[config.mk]
export PLATFORM = sky130hd
export DESIGN_NAME = keypad_matrix_emulator_flat
export DESIGN_NICKNAME = d
export VERILOG_FILES = /design/src/rtl/keypad_matrix_emulator_pkg.sv /design/src/rtl/keypad_matrix_emulator_if.sv /design/src/rtl/keypad_matrix_emulator_bounce_lfsr.sv /design/src/rtl/keypad_matrix_emulator.sv /design/src/flat_wrapper.sv
export SDC_FILE = /design/constraint.sdc
export NUM_CORES = 1
export LEC_CHECK = 0
export BUFFER_PORTS_ARGS = -buffer_cell sky130_fd_sc_hd__buf_2
export CAP_MARGIN = 20
export CORE_MARGIN = 2
export CORE_UTILIZATION = 55
export DETAILED_ROUTE_END_ITERATION = 10
export HOLD_SLACK_MARGIN = 0.08
export PLACE_DENSITY = 0.74
export SYNTH_ARGS = -nofsm -noshare
export SYNTH_HDL_FRONTEND = slang
export SYNTH_HIERARCHICAL = 1
export SYNTH_SLANG_ARGS = --single-unit
export TNS_END_PERCENT = 10
[constraint.sdc]
create_clock -name clk -period 3.3 [get_ports clk]
set_clock_uncertainty 0.05 [all_clocks]
set_input_delay 0.495 -clock clk [delete_from_list [all_inputs] [get_ports clk]]
set_output_delay 0.495 -clock clk [all_outputs]
set_load 0.1 [all_outputs]
[src/rtl/keypad_matrix_emulator_pkg.sv]
// Shared definitions for the 4x4 keypad matrix emulator: FSM encodings,
// key-code field positions, idle row pattern and bounce LFSR taps.
package keypad_matrix_emulator_pkg;

  typedef enum logic [2:0] {
    ST_IDLE  = 3'd0,
    ST_B_IN  = 3'd1,
    ST_HOLD  = 3'd2,
    ST_B_OUT = 3'd3,
    ST_GAP   = 3'd4
  } kp_state_t;

  // key code = {col_idx[1:0], row_idx[1:0]}
  localparam int KEY_COL_LSB = 2;
  localparam int KEY_ROW_LSB = 0;

  localparam logic [3:0]  ROW_IDLE  = 4'b1111;
  // Galois form of x^16 + x^14 + x^13 + x^11 + 1
  localparam logic [15:0] LFSR_TAPS = 16'hB400;

  function automatic logic [1:0] key_col(input logic [3:0] key);
    return key[KEY_COL_LSB +: 2];
  endfunction

  function automatic logic [1:0] key_row(input logic [3:0] key);
    return key[KEY_ROW_LSB +: 2];
  endfunction

endpackage

[src/rtl/keypad_matrix_emulator_if.sv]
// Request/response and matrix-line bundle between a test sequencer (master)
// and the keypad emulator (slave).
interface keypad_matrix_emulator_if;
  import keypad_matrix_emulator_pkg::*;

  // Handshake: a request transfers on a clock edge where req_valid and
  // req_ready are both high; req_key is sampled only on that edge and
  // req_valid while not ready is simply ignored (no queueing).
  logic       req_valid;
  logic [3:0] req_key;
  logic       req_ready;
  logic       abort;
  logic       pressed;
  logic       busy;
  logic       done;
  logic [3:0] col;
  logic [3:0] row;
  kp_state_t  dbg_state;

  modport master (
    output req_valid, req_key, abort, col,
    input  req_ready, pressed, busy, done, row, dbg_state
  );

  modport slave (
    input  req_valid, req_key, abort, col,
    output req_ready, pressed, busy, done, row, dbg_state
  );

endinterface

[src/rtl/keypad_matrix_emulator_bounce_lfsr.sv]
// 16-bit Galois LFSR used to generate contact-bounce samples; advances
// only when step is high.
module keypad_matrix_emulator_bounce_lfsr
  import keypad_matrix_emulator_pkg::*;
#(
  parameter logic [15:0] SEED = 16'hACE1
) (
  input  logic        clk,
  input  logic        reset,
  input  logic        step,
  output logic [15:0] q
);

  logic [15:0] q_next;

  always_comb begin
    q_next = {1'b0, q[15:1]};
    if (q[0]) q_next = q_next ^ LFSR_TAPS;
  end

  always_ff @(posedge clk or posedge reset) begin
    if (reset)     q <= SEED;
    else if (step) q <= q_next;
  end

endmodule

[src/rtl/keypad_matrix_emulator.sv]
// Passive 4x4 keypad model: accepts one key-press request at a time and
// answers the scanner's active-low column drive on the active-low row lines.
module keypad_matrix_emulator
  import keypad_matrix_emulator_pkg::*;
#(
  parameter int unsigned HOLD_CYCLES   = 10_000_000,
  parameter int unsigned BOUNCE_CYCLES = 500_000,
  parameter int unsigned BOUNCE_TICK   = 25_000,
  parameter int unsigned GAP_CYCLES    = 5_000_000,
  parameter logic [15:0] LFSR_SEED     = 16'hACE1
) (
  input logic                     clk,
  input logic                     reset,
  keypad_matrix_emulator_if.slave kp
);

  localparam bit          HAS_BOUNCE  = (BOUNCE_CYCLES != 0);
  localparam logic [31:0] HOLD_LOAD   = 32'(HOLD_CYCLES - 1);
  localparam logic [31:0] GAP_LOAD    = 32'(GAP_CYCLES - 1);
  localparam logic [31:0] BOUNCE_LOAD = HAS_BOUNCE ? 32'(BOUNCE_CYCLES - 1) : 32'd0;
  localparam logic [31:0] TICK_LOAD   = 32'(BOUNCE_TICK - 1);

  kp_state_t   state, state_next;
  logic [31:0] cnt, cnt_load;
  logic [31:0] tick;
  logic        enter;
  logic        phase_end;
  logic        in_bounce;
  logic        lfsr_step;
  logic        accept;
  logic        ready_int;
  logic        pressed, pressed_next;
  logic [3:0]  key_q;
  logic [3:0]  row_q, row_next;
  logic [15:0] lfsr_q;

  assign ready_int = (state == ST_IDLE) && !reset;
  assign accept    = kp.req_valid && ready_int;
  assign phase_end = (cnt == 32'd0);
  assign in_bounce = (state == ST_B_IN) || (state == ST_B_OUT);
  // A phase exit wins over a same-cycle bounce tick, so the LFSR does not step then.
  assign lfsr_step = in_bounce && (tick == 32'd0) && !enter;

  keypad_matrix_emulator_bounce_lfsr #(
    .SEED (LFSR_SEED)
  ) u_lfsr (
    .clk   (clk),
    .reset (reset),
    .step  (lfsr_step),
    .q     (lfsr_q)
  );

  always_ff @(posedge clk or posedge reset) begin
    if (reset) state <= ST_IDLE;
    else       state <= state_next;
  end

  always_comb begin
    state_next = state;
    enter      = 1'b0;
    cnt_load   = 32'd0;
    case (state)
      ST_IDLE: begin
        if (accept) begin
          enter      = 1'b1;
          state_next = HAS_BOUNCE ? ST_B_IN : ST_HOLD;
          cnt_load   = HAS_BOUNCE ? BOUNCE_LOAD : HOLD_LOAD;
        end
      end
      ST_B_IN, ST_HOLD, ST_B_OUT: begin
        if (kp.abort) begin
          enter      = 1'b1;
          state_next = ST_GAP;
          cnt_load   = GAP_LOAD;
        end else if (phase_end) begin
          enter = 1'b1;
          case (state)
            ST_B_IN: begin
              state_next = ST_HOLD;
              cnt_load   = HOLD_LOAD;
            end
            ST_HOLD: begin
              state_next = HAS_BOUNCE ? ST_B_OUT : ST_GAP;
              cnt_load   = HAS_BOUNCE ? BOUNCE_LOAD : GAP_LOAD;
            end
            default: begin
              state_next = ST_GAP;
              cnt_load   = GAP_LOAD;
            end
          endcase
        end
      end
      ST_GAP: begin
        if (phase_end) begin
          enter      = 1'b1;
          state_next = ST_IDLE;
        end
      end
      default: begin
        enter      = 1'b1;
        state_next = ST_IDLE;
      end
    endcase
  end

  // Contact is solid in HOLD and released in GAP/IDLE; bounce phases start
  // from the previous contact level and then follow the LFSR.
  always_comb begin
    pressed_next = pressed;
    if (enter)          pressed_next = (state_next == ST_HOLD) || (state_next == ST_B_OUT);
    else if (lfsr_step) pressed_next = lfsr_q[0];
  end

  always_comb begin
    row_next = ROW_IDLE;
    if (pressed && !kp.col[key_col(key_q)]) row_next[key_row(key_q)] = 1'b0;
  end

  always_ff @(posedge clk or posedge reset) begin
    if (reset) begin
      cnt     <= 32'd0;
      tick    <= 32'd0;
      pressed <= 1'b0;
      key_q   <= 4'd0;
      row_q   <= ROW_IDLE;
    end else begin
      if (enter)               cnt <= cnt_load;
      else if (cnt != 32'd0)   cnt <= cnt - 32'd1;
      if (enter || lfsr_step)  tick <= TICK_LOAD;
      else if (tick != 32'd0)  tick <= tick - 32'd1;
      if (accept)              key_q <= kp.req_key;
      pressed <= pressed_next;
      row_q   <= row_next;
    end
  end

  assign kp.req_ready = ready_int;
  assign kp.pressed   = pressed;
  assign kp.busy      = (state != ST_IDLE);
  assign kp.done      = (state == ST_GAP) && phase_end;
  assign kp.row       = row_q;
  assign kp.dbg_state = state;

endmodule

[src/flat_wrapper.sv]
// flat-port wrapper written by rule: the top's interface ports become plain ports
module keypad_matrix_emulator_flat import keypad_matrix_emulator_pkg::*;
#(
  parameter int unsigned HOLD_CYCLES   = 10_000_000,
  parameter int unsigned BOUNCE_CYCLES = 500_000,
  parameter int unsigned BOUNCE_TICK   = 25_000,
  parameter int unsigned GAP_CYCLES    = 5_000_000,
  parameter logic [15:0] LFSR_SEED     = 16'hACE1
)
  (clk, reset, kp_req_valid, kp_req_key, kp_abort, kp_col, kp_req_ready, kp_pressed, kp_busy, kp_done, kp_row, kp_dbg_state);
  keypad_matrix_emulator_if kp_i ();
  input logic clk;
  input logic reset;
  input wire logic [$bits(kp_i.req_valid)-1:0] kp_req_valid;
  input wire logic [$bits(kp_i.req_key)-1:0] kp_req_key;
  input wire logic [$bits(kp_i.abort)-1:0] kp_abort;
  input wire logic [$bits(kp_i.col)-1:0] kp_col;
  output wire logic [$bits(kp_i.req_ready)-1:0] kp_req_ready;
  output wire logic [$bits(kp_i.pressed)-1:0] kp_pressed;
  output wire logic [$bits(kp_i.busy)-1:0] kp_busy;
  output wire logic [$bits(kp_i.done)-1:0] kp_done;
  output wire logic [$bits(kp_i.row)-1:0] kp_row;
  output wire logic [$bits(kp_i.dbg_state)-1:0] kp_dbg_state;
  assign kp_i.req_valid = kp_req_valid;
  assign kp_i.req_key = kp_req_key;
  assign kp_i.abort = kp_abort;
  assign kp_i.col = kp_col;
  assign kp_req_ready = kp_i.req_ready;
  assign kp_pressed = kp_i.pressed;
  assign kp_busy = kp_i.busy;
  assign kp_done = kp_i.done;
  assign kp_row = kp_i.row;
  assign kp_dbg_state = kp_i.dbg_state;
  keypad_matrix_emulator #(.HOLD_CYCLES(HOLD_CYCLES), .BOUNCE_CYCLES(BOUNCE_CYCLES), .BOUNCE_TICK(BOUNCE_TICK), .GAP_CYCLES(GAP_CYCLES), .LFSR_SEED(LFSR_SEED)) u_core (.clk(clk), .reset(reset), .kp(kp_i));
endmodule
==> flow_metrics.env <==
export IMPL_placed_area_sq_um=5140
export IMPL_hpwl_mm=7.00
export IMPL_fp_dieH_microns=97.4
export IMPL_final_hold_violation_count=0
export IMPL_die_area_sq_um=9480
export IMPL_antenna_found_initial=0
export IMPL_overflow=0
export IMPL_cts_max_path_buffers=2
export IMPL_numCtsBuffers=9
export IMPL_nets=551
export IMPL_met3_wirelength_microns=438
export IMPL_cp_num_buf_inv=1
export IMPL_die_w_microns=97.4
export IMPL_rsz0062_at_grt="no"
export IMPL_critPathMaxStageDelay_ns=0.62
export IMPL_critPathKind="flip-flop to flip-flop"
export IMPL_via_per_inst=5.78
export IMPL_power_mw=3.55
export IMPL_start_kind="flip-flop"
export IMPL_drt_wl_total_mm=10.1
export IMPL_synth_warning_count=6
export IMPL_n_antenna_cell=0
export IMPL_post_route_min_period_ns=3.20
export IMPL_gp_congestion=0.907
export IMPL_grt_pass1_wl_mm=17.3
export IMPL_ios=23
export IMPL_timing_setup_tns_ns=0
export IMPL_syn_avg_cell_area_sq_um=9.63
export IMPL_start_util_pct=55.8
export IMPL_drive_gt1_share_pct=19.4
export IMPL_worstPathCellList="inv_1, ha_1, or3b_1, or4_1, or4_1, a211oi_2, a21oi_1, nor2_1"
export IMPL_power_density_nw_per_um2=661
export IMPL_netlist_area_sq_um=4790
export IMPL_arrival_ns=3.43
export IMPL_grt_pass1_vias=3675
export IMPL_multi_input_area_sq_um=2340
export IMPL_clkLatencyLatePin_ns=0.35
export IMPL_fill_cells=711
export IMPL_p_leak_nw=2.40
export IMPL_final_common_cell="dfrtp_1"
export IMPL_syn_nets=513
export IMPL_cts_sinks=92
export IMPL_vias=3750
export IMPL_grt_usage_pct=22.1
export IMPL_final_cell_mix="dfrtp_1 (80), nor2_1 (69), nand2_1 (53)"
export IMPL_wl_per_cell_microns=15.6
export IMPL_path_common_cell="or4_1"
export IMPL_setup_viol=0
export IMPL_drcViolationCount=0
export IMPL_period_share_pct=96.9
export IMPL_fmax_ghz=0.313
export IMPL_cts_tree="done"
export IMPL_area_growth_pct=12.1
export IMPL_portBuffers=22
export IMPL_ff_latch_area_sq_um=2320
export IMPL_slew_headroom_pct=52.7
export IMPL_status="finished clean"
export IMPL_path_clk_slew_ns=0.09
export IMPL_slowest_stage="or4_1"
export IMPL_fin_util_pct=62.5
export IMPL_design_core_area_sq_um=8590
export IMPL_worstPathMaxFanout=9
export IMPL_highest_layer="met4"
export IMPL_design_area_sq_um=5370
export IMPL_met2RoutedLength_mm=5.10
export IMPL_syn_inst=498
export IMPL_cts_root_buffer="clkbuf_8"
export IMPL_ctsHtreeMaxLevel=3
export IMPL_drtPass1Iterations=4
export IMPL_grt_max_degree=77
export IMPL_crit_required_ns=3.53
export IMPL_drt_iter0_markers=220
export IMPL_drt_met1_wl_mm=4.50
export IMPL_tightest_slew_ns=0.703
export IMPL_ant_nets=0
export IMPL_maxCapViolCount=0
export IMPL_crit_path_end_kind="flip-flop"
export IMPL_hold_class="input pin to asynchronous set/reset pin"
export IMPL_num_rows=34
export IMPL_irDropWorstVdd_mv=0.263
export IMPL_finalMaxSlewViolations=0
export IMPL_crit_family="simple AND/OR/NAND/NOR gates"
==> what timing repair did <==
item | CTS | global route
endpoints found under the setup margin | 0 | 1
setup buffers | 0 | 0
hold buffers | 0 | 0
gates resized for setup | 0 | 1
==> area by class of cell <==
| type | instances | share of cell area (%) |
|---|---|---|
| multi-input combinational | 376 | 43.5 |
| sequential | 92 | 43.1 |
| timing repair buffer | 49 | 6.17 |
| tap | 108 | 2.51 |
| clock buffer | 9 | 2.31 |
| clock inverter | 7 | 1.84 |
| inverter | 8 | 0.559 |
==> sequential cells by signal (all words and copies together), names as in the netlist <==
name / cells
u_core/u_lfsr/q: 16
u_core/cnt: 32
u_core/tick: 32
u_core/kp.pressed: 1
u_core/kp.dbg_state: 3
u_core/key_q: 4
u_core/kp.row: 4
==> stage by stage <==
stage          setup WS, ns  hold slack [ns]  cells
2_1_floorplan        -0.447            0.353    498
3_3_place_gp          0.219            0.397    632
3_5_place_dp         0.0951            0.405    632
4_1_cts              0.0578            0.188    648
5_1_grt              0.0114            0.224    649
6_report              0.103            0.187    649
==> per-layer routing <==
metal,vias up,track usage (%)
met3,7,4.17
met2,81,37.4
met5,-,0
li1,1813,-
met4,0,5.13
met1,1849,29.8
==> worst reg2reg max path: stages, from the launching register on <==
cell and delay (ns):
dfrtp_1 0.43, inv_1 0.07, ha_1 0.17, or3b_1 0.50, or4_1 0.62, or4_1 0.61, a211oi_2 0.46, a21oi_1 0.11
nor2_1 0.13
==> worst paths after layout <==
check / startpoint / end / slack (ns) / depth (start not counted)
setup / recovery: u_core/cnt[0]$_DFFE_PP0P_ / u_core/cnt[9]$_DFFE_PP0P_ / 0.10 / 8
hold / removal: reset / u_core/cnt[30]$_DFFE_PP0P_ / 0.19 / 3
setup reg to reg: u_core/cnt[0]$_DFFE_PP0P_ / u_core/cnt[9]$_DFFE_PP0P_ / 0.10 / 8
hold reg to reg: u_core/key_q[1]$_DFFE_PP0P_ / u_core/kp.row[2]$_DFF_PP1_ / 0.42 / 1
max in group asynchronous: reset / u_core/u_lfsr/q[8]$_DFFE_PP0P_ / 2.61 / 2
min in group clk: kp_req_key[2] / u_core/key_q[2]$_DFFE_PP0P_ / 0.27 / 3
==> power by group <==
group	switching (mW)	total, mW	internal (mW)
registers	0.186	1.50	1.32
logic	0.782	1.20	0.422
clock network	0.410	0.843	0.432
total	1.38	3.55	2.17
Note: power is estimated with default switching activity, not from simulation.
